### config.mk
export PLATFORM = sky130hd
export DESIGN_NAME = phy_lane_sched
export DESIGN_NICKNAME = d
export VERILOG_FILES = /design/src/rtl/phy_lane_sched.sv
export SDC_FILE = /design/constraint.sdc
export NUM_CORES = 1
export LEC_CHECK = 0
export BUFFER_PORTS_ARGS = -buffer_cell sky130_fd_sc_hd__buf_2
export CORE_MARGIN = 8
export CORE_UTILIZATION = 47
export DETAILED_ROUTE_END_ITERATION = 10
export PLACE_DENSITY = 0.76
export SKIP_CTS_REPAIR_TIMING = 1
export SLEW_MARGIN = 30
export SYNTH_ARGS = -nofsm -noshare
export SYNTH_HDL_FRONTEND = slang
export SYNTH_SLANG_ARGS = --single-unit
### constraint.sdc
create_clock -name clk_32f -period 5.4 [get_ports clk_32f]
set_input_delay 0.27 -clock clk_32f [delete_from_list [all_inputs] [get_ports clk_32f]]
set_output_delay 0.27 -clock clk_32f [all_outputs]
set_load 0.05 [all_outputs]
### src/rtl/phy_lane_sched.sv
// Four-lane round-robin byte scheduler with an MSB-first serializer, 8 cycles per slot.
// After reset, SYNC_SLOTS COM slots precede lane data; IDLE fills slots with no requester.
//   state  | meaning
//   SYNC   | sending COM training slots after reset, lane requests ignored
//   ACTIVE | round-robin lane grant each slot, IDLE when no lane is valid
module phy_lane_sched #(
    parameter int unsigned SYNC_SLOTS = 4,
    parameter logic [7:0]  COM        = 8'hBC,
    parameter logic [7:0]  IDLE       = 8'h7C
) (
    input  logic       clk_32f,
    input  logic       rst,
    input  logic       valid_in0,
    input  logic       valid_in1,
    input  logic       valid_in2,
    input  logic       valid_in3,
    input  logic [7:0] in0,
    input  logic [7:0] in1,
    input  logic [7:0] in2,
    input  logic [7:0] in3,
    output logic       ready0,
    output logic       ready1,
    output logic       ready2,
    output logic       ready3,
    output logic [7:0] sched_data,
    output logic [1:0] sched_lane,
    output logic       sched_valid,
    output logic       slot_start,
    output logic       ser_out
);
    localparam int unsigned SW = $clog2(SYNC_SLOTS + 1);

    typedef enum logic {SYNC, ACTIVE} state_t;

    state_t        state;
    state_t        state_nxt;
    logic [2:0]    bit_cnt;
    logic [SW-1:0] sync_cnt;
    logic [1:0]    rr_ptr;
    logic [7:0]    shreg;
    logic [3:0]    ready_vec;

    logic          boundary;
    logic          last_sync;
    logic [3:0]    valid_vec;
    logic [7:0]    lane_byte [4];
    logic          grant_hit;
    logic [1:0]    grant_lane;
    logic [7:0]    sel_byte;
    logic          sel_valid;
    logic [1:0]    sel_lane;
    logic [3:0]    sel_ready;

    assign boundary     = (bit_cnt == 3'd0);
    assign last_sync    = (sync_cnt == SW'(SYNC_SLOTS - 1));
    assign valid_vec    = {valid_in3, valid_in2, valid_in1, valid_in0};
    assign lane_byte[0] = in0;
    assign lane_byte[1] = in1;
    assign lane_byte[2] = in2;
    assign lane_byte[3] = in3;

    always_ff @(posedge clk_32f) begin
        if (rst) state <= SYNC;
        else     state <= state_nxt;
    end

    always_comb begin
        state_nxt = state;
        if (state == SYNC && boundary && last_sync) state_nxt = ACTIVE;
    end

    // Rotating-priority search starting at rr_ptr
    always_comb begin
        grant_hit  = 1'b0;
        grant_lane = 2'd0;
        for (int i = 0; i < 4; i++) begin
            if (!grant_hit && valid_vec[rr_ptr + 2'(i)]) begin
                grant_hit  = 1'b1;
                grant_lane = rr_ptr + 2'(i);
            end
        end
    end

    always_comb begin
        sel_byte  = IDLE;
        sel_valid = 1'b0;
        sel_lane  = 2'd0;
        sel_ready = 4'd0;
        if (state == SYNC) begin
            sel_byte = COM;
        end else if (grant_hit) begin
            sel_byte  = lane_byte[grant_lane];
            sel_valid = 1'b1;
            sel_lane  = grant_lane;
            sel_ready = 4'b0001 << grant_lane;
        end
    end

    always_ff @(posedge clk_32f) begin
        if (rst) begin
            bit_cnt     <= 3'd0;
            sync_cnt    <= '0;
            rr_ptr      <= 2'd0;
            shreg       <= 8'd0;
            sched_data  <= 8'd0;
            sched_lane  <= 2'd0;
            sched_valid <= 1'b0;
            ready_vec   <= 4'd0;
            slot_start  <= 1'b0;
            ser_out     <= 1'b0;
        end else if (boundary) begin
            shreg       <= sel_byte;
            sched_data  <= sel_byte;
            sched_lane  <= sel_lane;
            sched_valid <= sel_valid;
            ready_vec   <= sel_ready;
            ser_out     <= sel_byte[7];
            slot_start  <= 1'b1;
            bit_cnt     <= 3'd1;
            if (state == SYNC) sync_cnt <= sync_cnt + SW'(1);
            if (state == ACTIVE && grant_hit) rr_ptr <= grant_lane + 2'd1;
        end else begin
            ser_out    <= shreg[3'd7 - bit_cnt];
            bit_cnt    <= bit_cnt + 3'd1;
            slot_start <= 1'b0;
            ready_vec  <= 4'd0;
        end
    end

    assign ready0 = ready_vec[0];
    assign ready1 = ready_vec[1];
    assign ready2 = ready_vec[2];
    assign ready3 = ready_vec[3];
endmodule
==> Word-level counts from Yosys, hierarchy flattened <==
Cells that the tools add are included.
W data, S select, Z words.
{ "op_classes": {"bitwise_logic": 4, "eq_ne": 1, "order_cmp": 6, "addsub": 7, "shifts": 1, "reduce_logical": 14, "n_mux": 30} }
{ "op_table": {"columns": ["operator", "count"], "rows": [
  ["$mux W8", 4],
  ["$bmux W8 S2", 1],
  ["$mux W1", 14],
  ["$lt A2 B3 Y1 const B", 4],
  ["$mux W2", 6],
  ["$bmux W1 S2", 4],
  ["$add A3 B1 Y3 const B", 2],
  ["$logic_and A1 B1 Y1", 6],
  ["$add A2 B1 Y2 const B", 2],
  ["$add A2 B2 Y2 const B", 2],
  ["$lt A3 B4 Y1 const B", 1],
  ["$reduce_and A2 Y1", 2],
  ["$reduce_or A4 Y1", 1],
  ["$shl A1 B2 Y4 const A", 1],
  ["$bmux W1 S3", 1],
  ["$eq A3 B2 Y1 const B", 1],
  ["$ge A3 B3 Y1 const B", 1],
  ["$logic_not A1 Y1", 3],
  ["$logic_not A3 Y1", 1],
  ["$not A1 Y1", 3],
  ["$not A2 Y3", 1],
  ["$sub A3 B3 Y3 const A", 1],
  ["$reduce_or A2 Y1", 1]
]} }
{ "totals": {"inputBits": 38, "out_inout_bits": 17, "ff_bits": 26, "word_cells": 74} }

==> Longest topological paths before layout <==
{ "depth": {"word_depth": 19, "ltp_mapped": 8, "mapped_depth_nobuf": 7} }

==> Worst setup path after synthesis <==
Ideal clock, no wire load.
{ "synth_timing": {"kind": "register to register", "from": "reg rr_ptr[1]", "to": "reg shreg[2]", "required_ps": 5264, "path_slack_ps": 3480, "path_buffers": 2, "arrival_ps": 1784, "period_less_slack_ps": 1920, "setup_ps": 136, "path_stages_with_launch": 8, "path_cell_list": "dfxtp_1 inv_1 or4_1 buf_2 and2_4 buf_6 a2111oi_0 a211oi_1"} }
{ "synth_between": {"elab_chain_cells": 18, "word_cells_on_any_way": 31, "cone_classes": "add/sub (3); mux (21); bitwise (1); reduce/logical (6)"} }
{ "synth_rtl": {"columns": ["element", "line_no", "source"], "rows": [
  ["from (decl)", "39", "logic [1:0] rr_ptr;"],
  ["from (signal assigned)", "121", "if (state == ACTIVE && grant_hit) rr_ptr <= grant_lane + 2'd1;"],
  ["branches (longest 16 deep; another with $add A2 B1 Y2)", null, null],
  ["$mux W8 *", "91", "end else if (grant_hit) begin"],
  ["$mux W8 *", "89", "if (state == SYNC) begin"],
  ["to (signal assigned)", "112", "shreg <= sel_byte;"],
  ["to (decl)", "40", "logic [7:0] shreg;"]
]} }
Mark *: on every way between the ends. The select of a mux whose other input is x is not followed.
A chain may end at the register's enable or synchronous reset.

==> Worst setup path after layout <==
{ "layout_timing": {"from": "reg bit_cnt[0]", "to": "reg shreg[3]"} }
{ "layout_between": {"elab_chain_cells": 1} }
{ "layout_rtl": {"columns": ["element", "line_no", "source"], "rows": [
  ["from (decl)", "37", "logic [2:0] bit_cnt;"],
  ["from (signal assigned)", "124", "bit_cnt <= bit_cnt + 3'd1;"],
  ["$logic_not A3 Y1", "54", "assign boundary = (bit_cnt == 3'd0);"]
]} }
Every way passes these cells.

==> flow_summary.json <==
{
  "finalWeightedCongestion": 0.8954,
  "busiest_layer": "met2",
  "p_per_area_nw_per_um2": 274.8,
  "cap_viol_max_count": 0,
  "mostFrequentLayoutCell": "buf_2",
  "tns_ps": 0,
  "slew_headroom_pct": 56.69,
  "start_util_pct": 49.89,
  "drt_wl_total_um": 3924,
  "rows": 19,
  "critical_path_class": "reg -> reg",
  "timing.fmax_ghz": 0.4288,
  "die_h_um": 70.34,
  "final_hold_viol_count": 0,
  "final_nets": 250,
  "irDropWorstVdd_v": 0.0002333,
  "gr-usage-met1_pct": 18.76,
  "min_period_ps": 2332,
  "synthesis.area_um2": 1388,
  "synthCells": 156,
  "core_area_um2": 2781,
  "cp_top_family": "simple AND/OR/NAND/NOR gates",
  "postRouteAntennaNets": 0,
  "grt_usage_pct": 15.92,
  "detailroute.via_count": 1386,
  "drtPass1Iterations": 4,
  "cpPeakStageDelay_ps": 580,
  "synth-edff-count": 0,
  "min_period_over_period_pct": 43.19,
  "maxSlewViolCount": 0,
  "antenna_found_initial": 0,
  "grt_pass1_vias": 1467,
  "total_power_w": 0.0004669,
  "die_w_um": 70.34,
  "syn_avg_cell_area_um2": 8.895,
  "final_layout_size_suffix_gt1_share_pct": 29.95,
  "root_buffer": "clkbuf_4",
  "synth-async-reset-ratio_pct": 0,
  "portBuffers": 54,
  "crit_buf_inv": 1,
  "clk_path_buf_depth": 2,
  "routedWlPerCell_um": 16.49,
  "diodes": 0,
  "syn-num-nets": 198,
  "final_cell_mix": "54 x buf_2, 26 x dfxtp_1, 16 x nor2_1, 15 x nand2_1",
  "path_clk_slew_ps": 150,
  "cts_sinks": 26,
  "cp.arrival_ps": 2540,
  "required_ps": 5610,
  "numCtsBuffers": 3,
  "worst_setup_path_end_kind": "flip-flop",
  "drcViolationCount": 0,
  "netlist-cell-type-count": 34,
  "synth_warnings": 0,
  "p_leak_nw": 0.7974,
  "worstSkewPairLatency_ps": 330,
  "ys_seq_area_share_pct": 37.51,
  "grt_max_degree": 16,
  "post-dp-hpwl_um": 3147,
  "use_met2_pct": 24.55,
  "ys_dominant_reg_cell": "dfxtp_1",
  "setup_violations": 0,
  "htree_levels": 1,
  "rsz0062_at_grt": "no",
  "grtUsageMet3_pct": 6.215,
  "skew_ps": 1.242,
  "synth-seq-cells": 26,
  "cts_tree": "done",
  "status": "finished clean",
  "io_pins": 55,
  "critPathSlowestCell": "a2111oi_0",
  "area_delta_synth_final_pct": 22.45,
  "hold_path.class": "in -> reg",
  "grt_pass1_wl_um": 6527,
  "viasPerCell": 5.824,
  "overflow": 0,
  "path_cells": "inv_1 -> ha_1 -> nor2b_1 -> nand3_1 -> a2111oi_0 -> a211oi_1",
  "tightest_slew_ps": 648.3,
  "die-area_um2": 4947,
  "cp-start-kind": "flip-flop",
  "drt_iter0_markers": 67,
  "worstPathMaxFanout": 11
}
[through the flow]
step	cells	area (um^2)	hold WS (ps)	util (%)	worst slack [ps]
global placement	234	1647	429.8	59.20	3105
global route	238	1699	231.4	61.09	2852
finish	238	1699	243.1	61.09	3068
floorplan	156	1388	342.1	-	3480
detailed placement	234	1647	443.7	59.20	3077
CTS	238	1699	234.4	61.09	3051
[sequential cells by signal (all words and copies together) (netlist names)]
signal	flops
ready_vec	4
sync_cnt	3
ser_out	1
sched_valid	1
bit_cnt	3
rr_ptr	2
state	1
sched_lane	2
shreg	8
slot_start	1
[synthesized netlist by cell type (5+ instances only)]
master | number | area (um^2)
a21oi_1 | 5 | 25.02
mux2i_1 | 9 | 90.09
a2111oi_0 | 6 | 52.55
nor3_1 | 5 | 25.02
a21boi_0 | 6 | 45.04
inv_1 | 5 | 18.77
o21ai_0 | 9 | 45.04
a211oi_1 | 7 | 52.55
nand2_1 | 15 | 56.30
nor2_1 | 16 | 60.06
dfxtp_1 | 26 | 520.5
nor2b_1 | 5 | 31.28
[worst register-to-register path, delay by kind of cell (launching register included)]
| family | cells | cell delay [ps] |
|---|---|---|
| AOI/OAI and AO/OA | 2 | 680 |
| adders and majority gates | 1 | 190 |
| buffers and inverters | 1 | 80 |
| DFF | 1 | 390 |
| and+or+nand+nor | 2 | 860 |
[final timing paths]
check,to,slack (ps),startpoint,depth (start not counted)
worst max-delay path,shreg[3],3070,bit_cnt[0],6
worst max register to register,shreg[3],3070,bit_cnt[0],6
worst min-delay path,shreg[1],240,in1[1],3
worst min register to register,sched_valid,480,sched_valid,1
[metal layers]
metal  part of all wire (%)  up-vias
met1                     42      620
li1                       -      690
met3                    9.6       10
met5                      0        -
met2                     47       66
met4                    2.2        0
[kinds of logic after synthesis]
kind of cell,Yosys count,share of synthesized area (%)
and+or+nand+nor,57,20.29
adders and majority gates,4,3.607
muxes,11,9.739
DFF,26,37.51
xor gates and xnor gates,2,1.263
buffers and inverters,12,4.959
AOI/OAI and AO/OA,44,22.63
[power breakdown]
part,internal [W],switching (W),total (W)
combinational,0.0000434,0.0000728,0.000116
clock,0.0000751,0.0000618,0.000137
sequential,0.000205,0.00000916,0.000214
total,0.000323,0.000144,0.000467
[cell type report]
type / instances / area [um^2]
Fill cell: 248 / 1082
Multi-Input combinational cell: 118 / 798.3
Sequential cell: 26 / 520.5
Clock buffer: 3 / 22.52
Tap cell: 31 / 38.79
Timing Repair Buffer: 54 / 270.3
Inverter: 5 / 18.77
Clock inverter: 1 / 30.03
Note: power is estimated with default switching activity, not from simulation.
